**src/rtl/squareroot_ahsqr_k6.sv**
```systemverilog
// Approximate hybrid integer square root (AHSQR), k = 6.
// 16-bit unsigned radicand in, 8-bit root out, one register stage.
// The root never exceeds floor(sqrt(R)). The upper five root bits are exact.
// The lower three bits are decided against R with its six LSBs dropped.

module squareroot_ahsqr_k6 (
  input  logic        clk,
  input  logic        rst_n,
  input  logic [15:0] R,
  output logic [7:0]  final_op
);

  // Radicand LSBs excluded from the trial comparisons (fixed for this block)
  localparam int unsigned K     = 6;
  localparam int unsigned RootW = 8;
  localparam int unsigned SqW   = 18;

  // Truncated radicand scaled back up: Rh * 64.
  // ceil(T*T / 64) <= Rh holds exactly when T*T <= Rh * 64, so every stage is
  // one plain compare against this value.
  logic [SqW-1:0]   rh_scaled;
  logic [RootW-1:0] root_d;
  logic [RootW-1:0] root_q;

  assign rh_scaled = {2'b00, R[15:K], {K{1'b0}}};

  // Digit-by-digit root array. The running square of the accepted partial root
  // is carried along, so each trial square is an incremental update:
  //   (P + 2^j)^2 = P^2 + P * 2^(j+1) + 2^(2j)
  // The largest trial square is 255^2 = 65025, so 18 bits cannot overflow.
  function automatic logic [RootW-1:0] ahsqr_root(input logic [SqW-1:0] limit);
    logic [RootW-1:0] p;
    logic [SqW-1:0]   sq;
    logic [SqW-1:0]   trial_sq;
    p  = '0;
    sq = '0;
    for (int j = RootW - 1; j >= 0; j--) begin
      trial_sq = sq + ({{(SqW - RootW){1'b0}}, p} << (j + 1)) + (18'd1 << (2 * j));
      if (trial_sq <= limit) begin
        sq = trial_sq;
        p  = p | (8'd1 << j);
      end
    end
    return p;
  endfunction

  // Next root value from the current radicand
  always_comb begin
    root_d = ahsqr_root(rh_scaled);
  end

  // Output register; asynchronous reset clears the root immediately
  always_ff @(posedge clk or negedge rst_n) begin
    if (!rst_n) begin
      root_q <= '0;
    end else begin
      root_q <= root_d;
    end
  end

  assign final_op = root_q;

endmodule

```
**config.mk**
```make
export PLATFORM = sky130hd
export DESIGN_NAME = squareroot_ahsqr_k6
export DESIGN_NICKNAME = d
export VERILOG_FILES = /design/src/rtl/squareroot_ahsqr_k6.sv
export SDC_FILE = /design/constraint.sdc
export NUM_CORES = 1
export LEC_CHECK = 0
export BUFFER_PORTS_ARGS = -buffer_cell sky130_fd_sc_hd__clkbuf_2
export CORE_MARGIN = 2
export CORE_UTILIZATION = 45
export CTS_CLUSTER_SIZE = 8
export DETAILED_ROUTE_END_ITERATION = 8
export PLACE_DENSITY_LB_ADDON = 0.2
export SYNTH_ARGS = -nofsm -noshare
export SYNTH_HDL_FRONTEND = slang
export SYNTH_SLANG_ARGS = --single-unit
export TNS_END_PERCENT = 100
```
**constraint.sdc**
```tcl
create_clock -name clk -period 0.8 [get_ports clk]
set_input_delay 0.16 -clock clk [delete_from_list [all_inputs] [get_ports clk]]
set_output_delay 0.16 -clock clk [all_outputs]
set_load 0.03 [all_outputs]
```
* Yosys cells after proc, flatten, opt, wreduce, memory -nomap -nowiden
Index checks and enable logic that the tools add are counted.
Widths: inputs -> output; s select.
** Word-level totals
- Input port bits :: 18
- Bits in registers :: 8
- Word-level logic and storage cells :: 38
- Output and inout bits :: 8
** Operators by class
- Mux-type cells :: 15
- Add/subtract/negate cells :: 14
- $lt $le $gt $ge :: 8
** Operator list (number)
- $le 18x16->1 :: 7
- $mux 18 :: 6
- $add 18x1->18 const B :: 1
- $add 18x10->18 :: 1
- $add 18x11->18 :: 1
- $add 18x11->18 const B :: 1
- $add 18x12->18 :: 1
- $add 18x13->18 :: 1
- $add 18x13->18 const B :: 1
- $add 18x14->18 :: 1
- $add 18x3->18 const B :: 1
- $add 18x5->18 const B :: 1
- $add 18x7->18 const B :: 1
- $add 18x9->18 :: 1
- $add 18x9->18 const B :: 1
- $add 15x15->16 :: 1
- $le 15x16->1 const A :: 1
- $mux 15 :: 1
- $mux 8 :: 1
- $mux 7 :: 1
- $mux 6 :: 1
- $mux 5 :: 1
- $mux 4 :: 1
- $mux 3 :: 1
- other kinds (2) :: 2

* Longest topological paths before layout
Gate-level depths: netlist of the first run.
- Depth after elaboration :: 30
- Gate-level depth with buffers :: 92
- Depth with buffers taken out :: 88

* Least setup slack after synthesis of the first run
Ideal clock, no wire load.
- Kind :: input to register
- Start point :: input port R[15]
- End point :: register root_q[0] (netlist: final_op[0])
- Stages :: 88
- Path slack :: -16.229 ns
- Library setup time :: 0.087 ns
- Arrival time :: 16.942 ns
- Buffers on the path :: 4
- Cells stage by stage :: or2_1 -> clkbuf_1 -> ha_1 -> nand3_1 -> nor3_1 -> nand2_1 -> nand2_1 -> o21a_1 -> ha_1 -> ha_1 -> and4bb_4 -> nand3_2 -> a21oi_2 -> inv_1 -> ha_1 -> ha_1 -> a21o_1 -> o211a_4 -> (+52 left out) -> a21o_1 -> a21o_1 -> a21oi_1 -> o21a_4 -> buf_6 -> mux2_2 -> ha_1 -> and3_1 -> o2111ai_1 -> a221oi_1 -> and4b_1 -> xor2_1 -> ha_1 -> and4_1 -> o2111ai_1 -> nor3_1 -> a211o_1 -> a211oi_2
** Between the ends
- Longest elaborated chain between the ends :: 30
** Ends and longest elaborated chain
- from (decl) :: RTL line 9 : input logic [15:0] R,
- $le 15x16->1 :: RTL line 39 : if (trial_sq <= limit) begin
- $mux 8 :: RTL line 39
- via root_d[7] :: RTL line 22 : logic [RootW-1:0] root_d;
- $add 15x15->16 :: RTL line 38 : trial_sq = sq + ({{(SqW - RootW){1'b0}}, p} << (j + 1)) + (18'd1 << (2 * j));
- $add 18x13->18 :: RTL line 38
- $le 18x16->1 :: RTL line 39
- $mux 7 :: RTL line 39
- via root_d[6] :: RTL line 22
- (+4 left out)
- via root_d[5] :: RTL line 22
- (+4 left out)
- via root_d[4] :: RTL line 22
- (+4 left out)
- via root_d[3] :: RTL line 22
- (+4 left out)
- via root_d[2] :: RTL line 22
- (+2 left out)
- $le 18x16->1 :: RTL line 39
- $mux 2 :: RTL line 39
- via root_d[1] :: RTL line 22
- $add 18x9->18 :: RTL line 38
- $add 18x1->18 :: RTL line 38
- $le 18x16->1 :: RTL line 39
- $mux 1 :: RTL line 39
- via root_d[0] :: RTL line 22
- to (signal assigned) :: RTL line 57 : root_q <= root_d;
- to (decl) :: RTL line 23 : logic [RootW-1:0] root_q;
The timed path passes the listed nets, and every way through them passes these cells.

* Worst setup path after layout of the first run
- Start point :: input port R[14]
- End point :: register root_q[0] (netlist: final_op[0])
** Between the ends
- Longest elaborated chain between the ends :: 30
** Ends and longest elaborated chain (RTL line)
- $le 15x16->1 :: 39
- $mux 15 or $mux 8 (tied branches) :: 39
- $add 15x15->16 :: 38
- $add 18x13->18 :: 38
- $le 18x16->1 (*) :: 39
- $mux 7 (*) :: 39
- via root_d[6] :: 22
- $add 18x14->18 (*) :: 38
- (+3 left out)
- via root_d[5] :: 22
- (+4 left out)
- via root_d[4] :: 22
- (+9 left out)
- $add 18x3->18 :: 38
- $le 18x16->1 :: 39
- $mux 18 or $mux 2 (tied branches) :: 39
- $add 18x9->18 (*) :: 38
- $add 18x1->18 (*) :: 38
- $le 18x16->1 (*) :: 39
- $mux 1 (*) :: 39
- via root_d[0] :: 22
The timed path passes the listed nets; every way through them passes the cells marked *.

==> results of run 1 <==
## metrics by stage
stage          util (%)  setup slack, ps  instance area, sq um  cells  setup TNS, ps
6_report           84.7           -16030                  6920    861         -53680
5_1_grt            84.7           -16550                  6920    861         -55760
3_5_place_dp       71.0           -14370                  5810    784         -47790
3_3_place_gp       71.0           -13870                  5810    784         -46300
4_1_cts            78.9           -13770                  6450    828         -46280
2_1_floorplan         -           -14380                  4110    463         -48520
## cells by family (layout without fill, tap and decap cells)
family,count (synthesis),after routing
muxes,12,12
buffers and inverters,32,321
AOI/OAI and AO/OA,149,149
adders and majority gates,70,70
DFF,8,8
and+or+nand+nor,155,155
xor gates and xnor gates,37,37
other,0,4
## cell usage in the layout, fill, tap and decap left out, types with 12 or more instances in the layout
| cell type | n |
|---|---|
| a21oi_1 | 18 |
| xnor2_1 | 17 |
| a21o_1 | 26 |
| buf_4 | 255 |
| inv_1 | 17 |
| ha_1 | 52 |
| buf_6 | 15 |
| nor2_1 | 23 |
| buf_8 | 12 |
| nand2_1 | 30 |
| xor2_1 | 13 |
| ha_4 | 17 |
## area by class of cell
class | count | area (sq um)
Timing Repair Buffer | 295 | 2360
Tap cell | 105 | 131
Fill cell | 326 | 1250
Inverter | 23 | 93.8
Multi-Input combinational cell | 423 | 4080
Clock buffer | 3 | 41.3
Antenna cell | 4 | 10.0
Sequential cell | 8 | 201
## critical path: cells and delay by family
| family | cells | cell delay, ps |
|---|---|---|
| adders and majority gates | 15 | 3830 |
| AOI/OAI and AO/OA | 36 | 7830 |
| buffers and inverters | 12 | 1540 |
| xor gates and xnor gates | 4 | 950 |
| and+or+nand+nor | 18 | 2600 |
## routing by layer
layer,wire length (um),vias up
met5,164,-
met4,2680,6
met3,3800,340
met2,10100,771
met1,8210,2738
li1,-,2346
## repair_timing
action	in CTS	in global routing
setup buffers	40	34
pin swaps	64	42
endpoints found under the hold margin	8	0
gates resized for setup	63	59
endpoints found under the setup margin	15	16
hold buffers	1	0
## final timing paths
check / start / to / slack [ps] / depth (start not counted)
worst min-delay path: rst_n / final_op[2] / 360 / 2
min in group clk: R[14] / final_op[7] / 630 / 4
worst max-delay path: R[14] / final_op[0] / -16030 / 85
max in group asynchronous: rst_n / final_op[5] / 220 / 2
==> key figures, run 1 <==
Die
  – Die H: approximately 96 um
  – Die Wd: between 90 and 100 um
  – Floorplan Core Area: between 8000 and 9000 sq um
  – Num ports: 26
  – Die ar.: 9130 sq um
  – Initial Util: a little under half
  – # rows: 33

Routing
  – Starting DRT DRC Count: about 1.1k
  – Routed WL: roughly 25,000 um
  – DR WL/cell: approximately 29 um
  – Total number of vias: a little over 6k
  – Vias per cell: just over 7
  – Drt drc: 0
  – Drt pass-1 iters: 8
  – Remaining antenna violation count: 0

Clocking
  – CTS tree: done
  – Htree depth: 1
  – Reg clk slew, reported paths: around 50 ps
  – Maximum clock path buffer count: 2
  – Clock tree root driver cell: clkbuf_8
  – Number of buffers created by CTS: 3
  – CTS sink count: 8

Global route
  – Global Route met1 Usage: around 44%
  – GR peak layer: met2
  – First-pass GRT wire length: 26,700 um
  – Gr ovfl total: 0
  – Initial antenna violation count: 4
  – Gr usage total: between 30% and 40%
  – Vias in the first global route: roughly 5.3k
  – Global-route met3 utilization: under 10%
  – Met2 Use GR: 63.7%
  – Largest net degree at the start of global routing: 16

Critical path
  – Crit-path slowest cell: a221oi_2
  – Startpoint types: input pin
  – Worst-path fanout max: 7
  – Worst Setup End Kind: register
  – Critical path arrival: approximately 17,000 ps
  – Worst Path Required: slightly above 900 ps
  – CP Class: in2reg
  – Critical Path Max Stage Delay: about 440 ps

STA
  – Final Max Tran Viols: 0
  – Tightest Pin Transition: between 700 and 800 ps
  – Final period util: 2100%
  – Max Fclk: slightly below 60 MHz
  – Setup WS post-layout: -16,030 ps
  – Post-route minimum period: 16,830 ps
  – Max_slew headroom: roughly half
  – Endpoints failing hold: 0
  – RSZ-0062 raised after global routing: true
  – Setup violators final: 16
  – Hold WS: about 360 ps

Synth
  – Cell variety after synth: 90
  – Count leader, synth: ha_1
  – Post-Syn Area: ~3800 sq um
  – Syn_nets: around 550
  – Synth area leaders: ha_1, dfrtp_1, a21o_1
  – Async set-reset flop share out of synthesis: 100%
  – Synth top cells by count: ha_1, a21oi_1, nor2_1
  – Post-synthesis xor/xnor area fraction: 8.80%
  – Seq/Total Area, Yosys: roughly 5.3%
  – Multiplexer share of the synthesized area: about 3.4%
  – Area share of and/or/nand/nor cells after synthesis: around a quarter
  – Mapped Cells: about 460
  – Synth warnings: 0
  – Largest family of logic cells by synthesized area: compound AO/OA/AOI/OAI gates
  – Main synth FF type: dfrtp_1
  – Post-synth EDFFs: 0
  – Synthesis-stage register bit count: 8
  – Share of the synthesized area in the top cell type: ~23%
  – Post-synthesis adder-cell area fraction: about 23%
  – Syn avg cell area: 8.14 sq um
  – Yosys top cell by area: ha_1
  – Compound-Gate Fraction of Synth Area: a little under a third

Run status
  – Run status: finished, violations left
  – Failing checks: setup timing

Min path
  – Worst min-delay path class: in2async

Layout
  – Share of layout cells above drive strength 1: 57.6%
  – Area growth, synth to finish: 83.6%
  – Number of flip-flops in the largest register: 8
  – Nets: between 800 and 900

Flow run
  – Max_cap viols: 0

Placed design
  – Detailed placement HPWL: approximately 12,000 um
  – Port buffer count: 19
  – Gp weighted congestion: approximately 0.97
Power of run 1 is left out: the tool's default activity adds up to more than one toggle a clock period on the data nets, which glitch-free logic cannot reach.
==> run 2, diff against run 1 <==
- CELL_PAD_IN_SITES_DETAIL_PLACEMENT: unset -> 0
- CELL_PAD_IN_SITES_GLOBAL_PLACEMENT: unset -> 1
==> run 2 against run 1 <==
The flow still finishes with violations (setup timing). Die area unchanged. Core utilization increased by 3.2 points. Cell area increased by 3.7%. Largest cell class unchanged.
==> key figures, run 2 (synthesis results as in run 1) <==
Routing
  – Total number of vias: 5,981 (-3.5%)
  – Drt drc: 0 (unchanged)
  – Starting DRT DRC Count: 773 (-30%)
  – DR top layer: met4
  – Drt pass-1 iters: 9 (+1)
  – WL met1: 7980 um (-2.8%)
  – WL met2: 10,600 um (+4.9%)
  – Routed WL: 24,400 um (-2.3%)
  – Vias per cell: 6.82 (-5.3%)
  – DR WL/cell: 27.9 um (-4.1%)
  – Remaining antenna violation count: 0 (unchanged)
  – Wire length on met3: 3080 um (-19%)

Clocking
  – Maximum clock path buffer count: 2 (unchanged)
  – Number of buffers created by CTS: 3 (unchanged)
  – Clock tree root driver cell: clkbuf_8
  – Reg clk slew, reported paths: 50 ps (about the same)
  – Htree depth: 1 (unchanged)
  – CTS tree: done
  – CTS sink count: 8 (unchanged)

Global route
  – Initial antenna violation count: 0 (-4)
  – Gr usage total: 40.7% (+3.1 points)
  – Gr ovfl total: 0 (unchanged)
  – First-pass GRT wire length: 28,000 um (+5.0%)
  – Vias in the first global route: 5,557 (+4.7%)
  – Largest net degree at the start of global routing: 16 (unchanged)

Critical path
  – Worst Setup End Kind: register
  – Worst Path Required: 960 ps (+30 ps)
  – Crit-path slowest cell: o32a_1
  – Critical path arrival: 16,440 ps (-520 ps)
  – CP Class: in2reg
  – Worst-path fanout max: 10 (+3)
  – Critical Path Max Stage Delay: 450 ps (about the same)
  – Startpoint types: input pin

Layout
  – Share of layout cells above drive strength 1: 58.9% (+1.4 points)
  – Most frequent cells in the layout: buf_4, ha_1, buf_6, nand2_1, a21o_1
  – Number of antenna diodes: 0 (-4)
  – Area growth, synth to finish: 90.4%
  – Most common cell after layout, fill and taps aside: buf_4
  – Number of flip-flops in the largest register: 8 (unchanged)
  – Nets: 862 (+2.4%)
  – Layout fillers: 353 (+8.3%)

Die
  – # rows: 33 (unchanged)
  – Num ports: 26 (unchanged)
  – Initial Util: 46.1% (unchanged)
  – Die H: 95.5 um (unchanged)
  – Die Wd: 95.5 um (unchanged)
  – Floorplan Core Area: 8180 sq um (unchanged)
  – Die ar.: 9130 sq um (unchanged)

STA
  – Tightest Pin Transition: 539 ps (-188 ps)
  – Final Max Tran Viols: 0 (unchanged)
  – Max_slew headroom: 64.0% (+13 points)
  – Setup WS post-layout: -15,480 ps (+548 ps)
  – Fin Setup TNS: -55,260 ps (-1580 ps)
  – Post-route minimum period: 16,280 ps (-548 ps)
  – Final period util: 2040% (-69 points)
  – Max Fclk: 61.4 MHz (+3.4%)
  – Setup violators final: 15 (-1)
  – RSZ-0062 raised after global routing: true
  – Endpoints failing hold: 0 (unchanged)

Run status
  – Run status: finished, violations left
  – Failing checks: setup timing

Flow run
  – Max_cap viols: 0 (unchanged)

Placed design
  – Port buffer count: 19 (unchanged)
  – Detailed placement HPWL: 11,300 um (-1.5%)
  – Gp weighted congestion: 0.897 (-7.8%)
  – Setup slack at placement: -14,220 ps (+153 ps)

Min path
  – Worst min-delay path class: in2async
run 2: cell count changes in the layout (fill, tap and decap cells not counted), moves of 2 or more:
| cell | change |
|---|---|
| o21ai_2 | +2 |
| buf_8 | -2 |
| buf_4 | -3 |
| diode_2 | -4 |
| buf_6 | +25 |
run 2: area by class of cell:
class | count | area [sq um] | share of cell area [%]
multi-input combinational | 423 | 4120 | 57.4
timing repair buffer | 315 | 2590 | 36.1
sequential | 8 | 200 | 2.79
tap | 105 | 131 | 1.83
inverter | 23 | 93.8 | 1.31
clock buffer | 3 | 41.3 | 0.575
run 2: final timing paths:
kind	startpoint	endpoint	slack, ps	depth (start not counted)
setup / recovery	R[14]	final_op[0]	-15480	89
hold / removal	rst_n	final_op[4]	290	2
max in group asynchronous	rst_n	final_op[3]	310	2
min in group clk	R[14]	final_op[7]	510	3
run 2: worst max-delay path: cells and delay by family:
kind | cells | cell delay (ps)
AOI/OAI and AO/OA | 28 | 4790
and+or+nand+nor | 24 | 4140
adders and majority gates | 13 | 3570
buffers and inverters | 18 | 2230
muxes | 2 | 740
xor gates and xnor gates | 4 | 710
run 2: per-layer routing:
| metal | GRT usage (%) | vias to the layer above |
|---|---|---|
| met5 | 0 | - |
| met4 | 28.5 | 0 |
| met3 | 10.6 | 278 |
| met2 | 69.2 | 556 |
| met1 | 43.6 | 2767 |
| li1 | - | 2380 |
run 2: through the flow:
stage | instance area, sq um | std cells | util (%) | hold slack [ps]
3_3_place_gp | 5810 | 785 | 71.1 | 2.88
5_1_grt | 7180 | 877 | 87.8 | 307
4_1_cts | 6700 | 850 | 81.9 | 306
2_1_floorplan | 4110 | 463 | - | -136
6_report | 7180 | 877 | 87.8 | 286
3_5_place_dp | 5810 | 785 | 71.1 | 9.26
run 2: timing repair:
action / in CTS / in global routing
setup buffers: 62 / 41
pin swaps: 71 / 40
endpoints found under the setup margin: 15 / 15
hold buffers: 1 / 0
resized for setup: 82 / 78
hold endpoints to repair: 8 / 0
cloned: 0 / 0
Power of run 2 is left out for the same reason.
